### src/rtl/sample_mac_pipe_pkg.sv
// Shared constants and signed-resize helpers for the sample_mac_pipe MAC block.
package sample_mac_pipe_pkg;

  localparam int SAT_WRAP      = 0;
  localparam int SAT_CLAMP     = 1;
  localparam int NUM_STAGE_MIN = 3;
  localparam int NUM_STAGE_MAX = 8;
  localparam int RESIZE_W      = 64;

  function automatic logic signed [RESIZE_W-1:0] sat_hi(input int w);
    return (64'sd1 <<< (w - 1)) - 64'sd1;
  endfunction

  function automatic logic signed [RESIZE_W-1:0] sat_lo(input int w);
    return -(64'sd1 <<< (w - 1));
  endfunction

  function automatic logic fits(input logic signed [RESIZE_W-1:0] v, input int w);
    return (v <= sat_hi(w)) && (v >= sat_lo(w));
  endfunction

  // Clamp a wide signed value into the w-bit signed range (result still 64 bits wide).
  function automatic logic signed [RESIZE_W-1:0] sat_resize(input logic signed [RESIZE_W-1:0] v,
                                                            input int w);
    if (v > sat_hi(w))      return sat_hi(w);
    else if (v < sat_lo(w)) return sat_lo(w);
    else                    return v;
  endfunction

endpackage

### src/rtl/sample_mac_pipe_mul.sv
// Signed multiply pipeline: one input register stage, then NUM_STAGE-2 product registers.
module sample_mac_pipe_mul
  import sample_mac_pipe_pkg::*;
#(
  parameter int A_WIDTH   = 14,
  parameter int B_WIDTH   = 14,
  parameter int NUM_STAGE = 3
) (
  input  logic                              clk,
  input  logic                              ce,
  input  logic signed [A_WIDTH-1:0]         a,
  input  logic signed [B_WIDTH-1:0]         b,
  output logic signed [A_WIDTH+B_WIDTH-1:0] p
);

  localparam int PW   = A_WIDTH + B_WIDTH;
  localparam int PSTG = NUM_STAGE - 2;

  logic signed [A_WIDTH-1:0] a_p0;
  logic signed [B_WIDTH-1:0] b_p0;
  logic signed [PW-1:0]      prod_p [PSTG];

  // p0: operand registers; p1..: full-width product, then delay-only registers
  always_ff @(posedge clk) begin
    if (ce) begin
      a_p0      <= a;
      b_p0      <= b;
      prod_p[0] <= PW'(a_p0) * PW'(b_p0);
      for (int i = 1; i < PSTG; i++) prod_p[i] <= prod_p[i-1];
    end
  end

  assign p = prod_p[PSTG-1];

endmodule

### src/rtl/sample_mac_pipe.sv
// Pipelined signed multiply-accumulate with saturating or wrapping output formatting.
module sample_mac_pipe
  import sample_mac_pipe_pkg::*;
#(
  parameter int A_WIDTH   = 14,
  parameter int B_WIDTH   = 14,
  parameter int P_WIDTH   = 14,
  parameter int NUM_STAGE = 3,
  parameter int GUARD     = 8,
  parameter int SAT_MODE  = 1
) (
  input  logic                      clk,
  input  logic                      reset,
  input  logic                      ce,
  input  logic                      in_valid,
  input  logic signed [A_WIDTH-1:0] din0,
  input  logic signed [B_WIDTH-1:0] din1,
  input  logic                      acc_en,
  input  logic                      acc_clr,
  output logic                      out_valid,
  output logic signed [P_WIDTH-1:0] dout,
  output logic                      ovf
);

  localparam int PW        = A_WIDTH + B_WIDTH;
  localparam int ACC_WIDTH = PW + GUARD;
  localparam int L         = NUM_STAGE - 2;

  if (NUM_STAGE < NUM_STAGE_MIN || NUM_STAGE > NUM_STAGE_MAX) begin : g_bad_stage
    $error("sample_mac_pipe: NUM_STAGE out of range");
  end
  if (ACC_WIDTH > RESIZE_W) begin : g_bad_acc
    $error("sample_mac_pipe: accumulator wider than resize helper");
  end

  logic [NUM_STAGE-2:0]        vld_p, en_p, clr_p;
  logic signed [PW-1:0]        prod_p;
  logic signed [ACC_WIDTH-1:0] prod_ext, acc, acc_next;
  logic signed [P_WIDTH-1:0]   fmt;
  logic                        fmt_ovf, take, load, first_pend;

  sample_mac_pipe_mul #(
    .A_WIDTH  (A_WIDTH),
    .B_WIDTH  (B_WIDTH),
    .NUM_STAGE(NUM_STAGE)
  ) u_mul (
    .clk(clk),
    .ce (ce),
    .a  (din0),
    .b  (din1),
    .p  (prod_p)
  );

  // Final stage: the first beat after reset always starts a fresh accumulation.
  always_comb begin
    prod_ext = ACC_WIDTH'(prod_p);
    take     = vld_p[L];
    load     = first_pend | clr_p[L] | ~en_p[L];
    acc_next = load ? prod_ext : acc + prod_ext;
    fmt_ovf  = !fits(64'(acc_next), P_WIDTH);
    if (SAT_MODE == SAT_CLAMP) fmt = P_WIDTH'(sat_resize(64'(acc_next), P_WIDTH));
    else                       fmt = acc_next[P_WIDTH-1:0];
  end

  always_ff @(posedge clk) begin
    if (reset) begin
      vld_p      <= '0;
      en_p       <= '0;
      clr_p      <= '0;
      acc        <= '0;
      dout       <= '0;
      ovf        <= 1'b0;
      out_valid  <= 1'b0;
      first_pend <= 1'b1;
    end else if (ce) begin
      vld_p     <= {vld_p[NUM_STAGE-3:0], in_valid};
      en_p      <= {en_p[NUM_STAGE-3:0],  acc_en};
      clr_p     <= {clr_p[NUM_STAGE-3:0], acc_clr};
      out_valid <= take;
      if (take) begin
        acc        <= acc_next;
        dout       <= fmt;
        ovf        <= fmt_ovf;
        first_pend <= 1'b0;
      end
    end
  end

endmodule

### config.mk
export PLATFORM = sky130hd
export DESIGN_NAME = sample_mac_pipe
export DESIGN_NICKNAME = d
export VERILOG_FILES = /design/src/rtl/sample_mac_pipe_pkg.sv /design/src/rtl/sample_mac_pipe_mul.sv /design/src/rtl/sample_mac_pipe.sv
export SDC_FILE = /design/constraint.sdc
export NUM_CORES = 1
export LEC_CHECK = 0
export BUFFER_PORTS_ARGS = -buffer_cell sky130_fd_sc_hd__buf_2
export CORE_MARGIN = 5
export CORE_UTILIZATION = 60
export DETAILED_ROUTE_END_ITERATION = 8
export PLACE_DENSITY_LB_ADDON = 0.1
export SLEW_MARGIN = 15
export SYNTH_ARGS = -nofsm -noshare
export SYNTH_HDL_FRONTEND = slang
export SYNTH_SLANG_ARGS = --single-unit
### constraint.sdc
create_clock -name clk -period 6.8 [get_ports clk]
set_clock_uncertainty 0.1 [all_clocks]
set_input_delay 0.68 -clock clk [delete_from_list [all_inputs] [get_ports clk]]
set_output_delay 0.68 -clock clk [all_outputs]
set_load 0.02 [all_outputs]
Word-level counts from Yosys, hierarchy flattened

Memory sizes are Yosys's and may differ from the RTL's.
Index checks and enable logic that the tools add are counted.

Memories: 1
Output and inout bits: 16
Memory bits (writable): 28
Register bits after elaboration: 87
Bits of input ports: 34
Logic and storage cells: 28

$mul: 1
Multiplexer cells: 5
Bitwise logic cells: 3
Reduce and logical (&&, ||, !) cells: 3
$lt $le $gt $ge: 4
Add/sub/neg operators: 1

Memory list:

| name         | words | bits a word | read ports | clocked after Yosys merged registers in | wr ports | line                      | source |
|---|---|---|---|---|---|---|---|
| u_mul.prod_p | 1     | 28          | 1          | 0                                       | 1        | sample_mac_pipe_mul.sv:21 | `logic signed [PW-1:0] prod_p [PSTG];` |

Operators by type and width:

| operator                                                             | count |
|---|---|
| adder 36 x 28 -> 36 bit                                              | 1 |
| greater-or-equal comparator 36 x 14 -> 1 bit (second input constant) | 1 |
| > comparator 36 x 14 -> 1 bit (second input constant)                | 1 |
| <= comparator 36 x 14 -> 1 bit (second input constant)               | 1 |
| less-than comparator 36 x 14 -> 1 bit (second input constant)        | 1 |
| two-way mux 36 bit                                                   | 1 |
| multiplier 14 x 14 -> 28 bit                                         | 1 |
| two-way mux 14 bit                                                   | 2 |
| two-way mux 1 bit                                                    | 2 |
| bitwise OR 1 bit                                                     | 2 |
| AND reduction 2 bit                                                  | 1 |
| logical AND 1 bit                                                    | 1 |
| logical NOT 1 bit                                                    | 1 |
| inverter 1 bit                                                       | 1 |

Logic depth before layout (Yosys ltp)

Gate-level depths: netlist of the first run.

Word-level depth: 6
Depth in mapped cells: 25
Mapped depth without buffers: 24

Cells and area by module

Synthesis of the first run repeated with hierarchy kept, for this count alone.

Cell total of the unflattened synthesis: 1,599
Area total of the unflattened synthesis: 14,507.7 um^2

By module, submodules not included:

| module              | cells each | sequential area each (um^2) | times used | area each (um^2) |
|---|---|---|---|---|
| sample_mac_pipe_mul | 902        | 1,681.6                     | 1          | 9,295.2 |
| sample_mac_pipe     | 697        | 1,181.1                     | 1          | 5,212.5 |

Worst setup path before layout of the first run

No wires, ideal clock.

Path kind: register to register
From: reg u_mul.b_p0[13]
To: mem u_mul.prod_p[0][26] (netlist name), data pin
Stages on the path, launching flop included: 24
Path buffers: 1
Period minus slack after synthesis: 6.311 ns
Library setup time: 0.258 ns
Required time: 6.442 ns
Arrival time: 5.954 ns
Path slack: 0.489 ns
Path through: edfxtp_1 inv_1 clkbuf_1 nor2_1 fa_1 fa_1 fa_1 fa_1 fa_1 inv_1 fa_1 inv_1 ha_1 a21oi_1 o21bai_1 a21o_1 a21o_1 nand2_1 a31oi_1 a21o_1 a21o_1 a21o_1 a21oi_1 xnor2_1

Word-level cells in the longest chain between the ends: 1

Ends and longest elaborated chain:

| item                         | line                      | source |
|---|---|---|
| start, declared              | sample_mac_pipe_mul.sv:20 | `logic signed [B_WIDTH-1:0] b_p0;` |
| start signal, assigned       | sample_mac_pipe_mul.sv:27 | `b_p0 <= b;` |
| multiplier 14 x 14 -> 28 bit | sample_mac_pipe_mul.sv:28 | `prod_p[0] <= PW'(a_p0) * PW'(b_p0);` |
| end, declared                | sample_mac_pipe_mul.sv:21 |  |

Every way passes these cells.

Worst setup path in the final report of the first run

From: reg u_mul.a_p0[5]
To: mem u_mul.prod_p[0][26] (netlist name), data pin

Word-level cells in the longest chain between the ends: 1

Ends and longest elaborated chain:

| item                         | line                      | source |
|---|---|---|
| start, declared              | sample_mac_pipe_mul.sv:19 | `logic signed [A_WIDTH-1:0] a_p0;` |
| start signal, assigned       | sample_mac_pipe_mul.sv:26 | `a_p0 <= a;` |
| multiplier 14 x 14 -> 28 bit | sample_mac_pipe_mul.sv:28 |  |

Every way passes these cells.

==> impl_results.md, run 1 <==
* CP Capture Point: u_mul.prod_p[0][26]
* Clk Latency, worst-skew pair at 0.42 ns
* Highest-count cells in the layout ignoring fill and taps: inv_1 (237), fa_1 (196), nand2_1 (125)
* CP startpoint: u_mul.a_p0[5]
* Post-synth EDFFs at 56
* Tcrit/Tclk final at 0.9600
* Gr ovfl total at 0
* Fin. Hold Viols at 0
* Starting Density at 0.6094
* Yosys Warn Count at 0
* R2R cell count at 21
* Via density per instance at 5.721
* Yosys cell types at 74
* Hold-fix buffers at CTS at 0
* Layout cells sized above 1 at 0.1070
* RR Endpoint: u_mul.prod_p[0][26]
* Clk sinks at 115
* WL per Instance at 17.22 um
* Crit path max-delay cell type: fa_1
* Largest fanout on the critical path at 7
* H-tree levels at 4
* WP data required at 6.86 ns
* Final setup violation count at 0
* Die width at 164.4 um
* Syn_nets at 1901
* Fillers at 1885
* Asr flop ratio synth at 0
* Main synth FF type: dfxtp_1
* Register area share after synthesis at 0.2001
* WL final at 33660 um
* Worst slew pin tran at 1.019 ns
* Crit. End Element: flop
* First-pass GRT wire length at 55890 um
* Vert. Die Dim at 164.4 um
* Seq cells post-synth at 115
* DRC viols at 0
* Rows at 56
* Synth-to-Final Area Change at 9.823%
* WP buf/inv at 5
* Commonest non-fill, non-tap cell in the layout: inv_1
* CP max stage delay at 0.54 ns
* Max_cap viols at 0
* Port Buffer Count at 49
* Crit-path cells: clkbuf_2 -> and2_1 -> fa_1 -> inv_1 -> fa_1 -> inv_1 -> fa_1 -> fa_1 -> fa_1 -> inv_1 -> fa_1 -> inv_1 -> ha_1 -> or3_1 -> o211ai_1 -> a31oi_1 -> a21o_1 -> a21o_1 -> a21o_1 -> a21oi_1 -> xnor2_1
* Ports at 50
* Critical Path Start Type: flop
* Delay-heaviest family, CP: adder cells
* Largest net degree at the start of global routing at 71
* Root buf cell: clkbuf_16
* Drt first-iter violations at 858
* Arr. time, crit path at 6.59 ns
* Antenna violations before repair at 0
* R2R setup slack at 0.27 ns
* First-pass DRT Iterations at 5
* Total global-route track usage at 0.2590
* Avg Cell Area, Syn at 9.117 sq um
* Via count at 11180
* Worst-path clk slew at 0.06 ns
* Worst r2r src: u_mul.a_p0[5]
* Synth Instances at 1569
* Design area at 15710 sq um
* Final HPWL DP at 25980 um
* Crit path time final at 6.528 ns
* Worst hold path class: primary input to flop
* Post-route ant nets at 0
* Bufs on Longest Clock Path at 2
* Outcome: complete, no violations
* DP Area at 14800 sq um
* Max-slew violation count at 0
* Placer Congestion at 0.9253
* Core area at 23470 sq um
* Total clock buffers created by CTS at 17
* Cell count along the critical path at 21
* Nets at 1955
* Die Area at 27030 sq um
* Synth Cell Area at 14300 sq um
* CP Class: flop to flop
* Vias in the first global route at 11020
* Crit path top cell by count: fa_1
* Slew headroom at 0.3204
* F_max at 153.2 MHz
* CTS tree: built
* Antenna diode count at 0
kinds of logic after synthesis:
| logic type | Yosys count | synth area share |
|---|---|---|
| compound gates | 284 | 0.1365 |
| xor+xnor | 55 | 0.03367 |
| fa+ha+maj | 298 | 0.3635 |
| buf+inv | 310 | 0.08283 |
| flops | 115 | 0.2001 |
| mux | 11 | 0.007785 |
| simple gates | 496 | 0.1755 |
per-stage QoR:
stage                       util  setup slack (ns)  hold WS (ns)  cells  setup TNS (ns)
final                     0.6693            0.2719        0.3285   1955               0
after global routing      0.6693         -0.007174        0.3098   1955       -0.007174
after CTS                 0.6559            0.1805        0.3124   1915               0
after detailed placement  0.6305            0.2120        0.3446   1883               0
after global placement    0.6305            0.3619        0.3407   1883               0
after floorplan                -            0.4888        0.3273   1569               0
worst min-delay path by stage:
stage                    start            end  slack [ns]  cells after the start
floorplan           first_pend     first_pend        0.33                      1
global route           din1[8]  u_mul.b_p0[8]        0.31                      1
CTS                    din1[8]  u_mul.b_p0[8]        0.31                      1
detailed placement  first_pend     first_pend        0.34                      1
finish                 din0[0]  u_mul.a_p0[0]        0.33                      1
global placement    first_pend     first_pend        0.34                      1
sequential cells by signal (all words and copies together) (netlist names):
name          count
ovf               1
first_pend        1
clr_p             2
en_p              2
out_valid         1
u_mul.prod_p     28
dout             14
vld_p             2
u_mul.a_p0       14
u_mul.b_p0       14
acc              36
what timing repair did:
action,CTS,global route
setup endpoints to repair,0,2
buffers inserted,0,40
gates resized for setup,0,2
endpoints found under the hold margin,0,0
cells in the mapped netlist, types with 15 or more instances:
cell / number / area share
a21oi_1: 78 / 0.027
nor2_1: 117 / 0.031
xnor2_1: 38 / 0.023
o21ai_0: 36 / 0.013
nand2_1: 127 / 0.033
ha_1: 102 / 0.089
a211oi_1: 32 / 0.017
nand3_1: 18 / 0.0063
nor3_1: 27 / 0.0094
clkbuf_1: 59 / 0.015
xor2_1: 17 / 0.010
and2_1: 114 / 0.050
edfxtp_1: 56 / 0.12
fa_1: 196 / 0.27
inv_1: 237 / 0.062
dfxtp_1: 59 / 0.083
or3_1: 15 / 0.0066
a21o_1: 32 / 0.017
nand4_1: 16 / 0.0070
final cells by class:
class	count	area, sq um	share of cell area
Clock buffer	21	481.7	0.03066
Clock inverter	11	113.9	0.007248
Inverter	237	889.6	0.05663
Multi-Input combinational cell	1144	10270	0.6535
Sequential cell	115	2863	0.1822
Tap cell	319	399.1	0.02541
Timing Repair Buffer	108	695.7	0.04428
per-layer routing:
layer,routed length (um),track usage,vias to the layer above
met5,0,0,-
met4,643,0.05784,0
met3,2006,0.03793,55
met2,16150,0.4283,357
met1,14860,0.3662,5472
li1,-,-,5300
Power of run 1 is left out: the tool's default activity adds up to more than one toggle a clock period on the data nets, which glitch-free logic cannot reach.
==> run 2, diff against run 1 <==
- PLACE_DENSITY: not set -> 0.88
- PLACE_DENSITY_LB_ADDON: 0.1 -> not set
==> run 2 against run 1 <==
Worst setup slack got worse by 0.021 ns. Final area fell by 0.78%. Sequential cell count did not move. Die area did not move. Maximum frequency fell by 0.32%. Final cell count fell by 0.92%. Register-to-register slack got worse by 0.02 ns. Global-route usage rose by 1.3 points. Critical endpoint unchanged. Highest routed layer unchanged.
==> impl_results.md, run 2 (synthesis gave the netlist of run 1 again) <==
* WL final at 35970 um
* Vias in the first global route at 11870
* Hold-fix buffers at CTS at 0
* Via density per instance at 6.024
* Layout cells sized above 1 at 0.09456
* Core Util, Final at 0.6641
* Largest net degree at the start of global routing at 71
* Total clock buffers created by CTS at 17
* Highest-count cells in the layout ignoring fill and taps: inv_1 (237), fa_1 (196), nand2_1 (127)
* Via count at 11670
* Worst hold path class: primary input to flop
* Total global-route track usage at 0.2716
* Core area at 23470 sq um
* Fillers at 1746
* H-tree levels at 4
* Ports at 50
* Antenna violations before repair at 0
* CTS tree: built
* Commonest non-fill, non-tap cell in the layout: inv_1
* Placer Congestion at 0.9935
* Top flop regs: acc (36), u_mul.prod_p (28)
* Outcome: complete, no violations
* Gr ovfl total at 0
* Tcrit/Tclk final at 0.9631
* Die Area at 27030 sq um
* Worst slew pin tran at 0.9914 ns
* Crit-path cells: and2_1 -> fa_1 -> inv_1 -> fa_1 -> inv_1 -> fa_1 -> fa_1 -> fa_1 -> inv_1 -> fa_1 -> inv_1 -> ha_1 -> or3_1 -> o211ai_1 -> a31oi_1 -> a21o_1 -> a21o_1 -> a21o_1 -> a21oi_1 -> xnor2_1
* Max reg flops at 36
* Worst r2r src: u_mul.a_p0[9]
* First-pass DRT Iterations at 6
* WL per Instance at 18.57 um
* CP max stage delay at 0.63 ns
* CP Capture Point: u_mul.prod_p[0][26]
* Die width at 164.4 um
* Final setup violation count at 0
* Crit path top cell by count: fa_1
* Rows at 56
* Clk sinks at 115
* Post-route ant nets at 0
* First-pass GRT wire length at 58770 um
* Synth-to-Final Area Change at 8.965%
* Starting Density at 0.6094
* Top reg by flops: acc
* Largest fanout on the critical path at 14
* RR Endpoint: u_mul.prod_p[0][26]
* WP data required at 6.87 ns
* R2R cell count at 20
* Crit path time final at 6.549 ns
* Crit. End Element: flop
* Max-slew violation count at 0
* Bufs on Longest Clock Path at 2
* F_max at 152.7 MHz
* CP Class: flop to flop
* Critical Path Start Type: flop
* DRC viols at 0
* Clk Latency, worst-skew pair at 0.43 ns
* R2R setup slack at 0.25 ns
* Port Buffer Count at 49
* Nets at 1937
* Crit path max-delay cell type: edfxtp_1
* Arr. time, crit path at 6.62 ns
* Worst-path clk slew at 0.07 ns
* Drt first-iter violations at 1338
* Slew headroom at 0.3391
* Antenna diode count at 0
* CP startpoint: u_mul.a_p0[9]
* Fin. Hold Viols at 0
* Final HPWL DP at 26680 um
* Vert. Die Dim at 164.4 um
* Max_cap viols at 0
* Root buf cell: clkbuf_16
-- run 2: per-stage QoR --
stage | hold slack [ns] | cell area [sq um] | std cells | setup WS (ns) | TNS (ns)
finish | 0.3220 | 15590 | 1937 | 0.2510 | 0
global route | 0.3117 | 15590 | 1937 | -0.02516 | -0.02516
CTS | 0.3085 | 15380 | 1911 | 0.2284 | 0
detailed placement | 0.3512 | 14770 | 1879 | 0.2307 | 0
global placement | 0.3361 | 14770 | 1879 | 0.4233 | 0
floorplan | 0.3273 | 14310 | 1569 | 0.4888 | 0
-- run 2: worst max-delay path, delay by kind of cell (launching register included) --
family,cells,cell delay [ns]
adders and majority gates,7,3.37
AOI/OAI and AO/OA,6,1.21
and+or+nand+nor,2,0.67
DFF,1,0.63
buffers and inverters,4,0.22
xor gates and xnor gates,1,0.08
-- run 2: final cells by class --
class | instances | area (sq um) | share of cell area
inverters | 237 | 889.6 | 0.05707
multi-input cells | 1144 | 10260 | 0.6581
well taps | 319 | 399.1 | 0.02561
clock inverters | 14 | 175.2 | 0.01124
clock buffers | 18 | 439.2 | 0.02817
repair buffers | 90 | 563.0 | 0.03612
flip-flops and latches | 115 | 2863 | 0.1837
-- run 2: worst min-delay path by stage --
stage / from / cells past startpoint / end
final: din1[5] / 1 / u_mul.b_p0[5]
after global routing: din1[6] / 1 / u_mul.b_p0[6]
after floorplan: first_pend / 1 / first_pend
after CTS: din1[5] / 1 / u_mul.b_p0[5]
after detailed placement: first_pend / 1 / first_pend
after global placement: first_pend / 1 / first_pend
-- run 2: metal layers --
metal | global-route usage | share of wire | vias up
met3 | 0.04817 | 0.086 | 127
met5 | 0 | 0 | -
met1 | 0.3610 | 0.40 | 5662
li1 | - | - | 5271
met4 | 0.08166 | 0.035 | 0
met2 | 0.4583 | 0.48 | 608
-- run 2: timing repair --
action                     4_1_cts  5_1_grt
gates resized for setup          0        1
setup endpoints to repair        0        2
buffers inserted                 0       26
Power of run 2 is left out for the same reason.
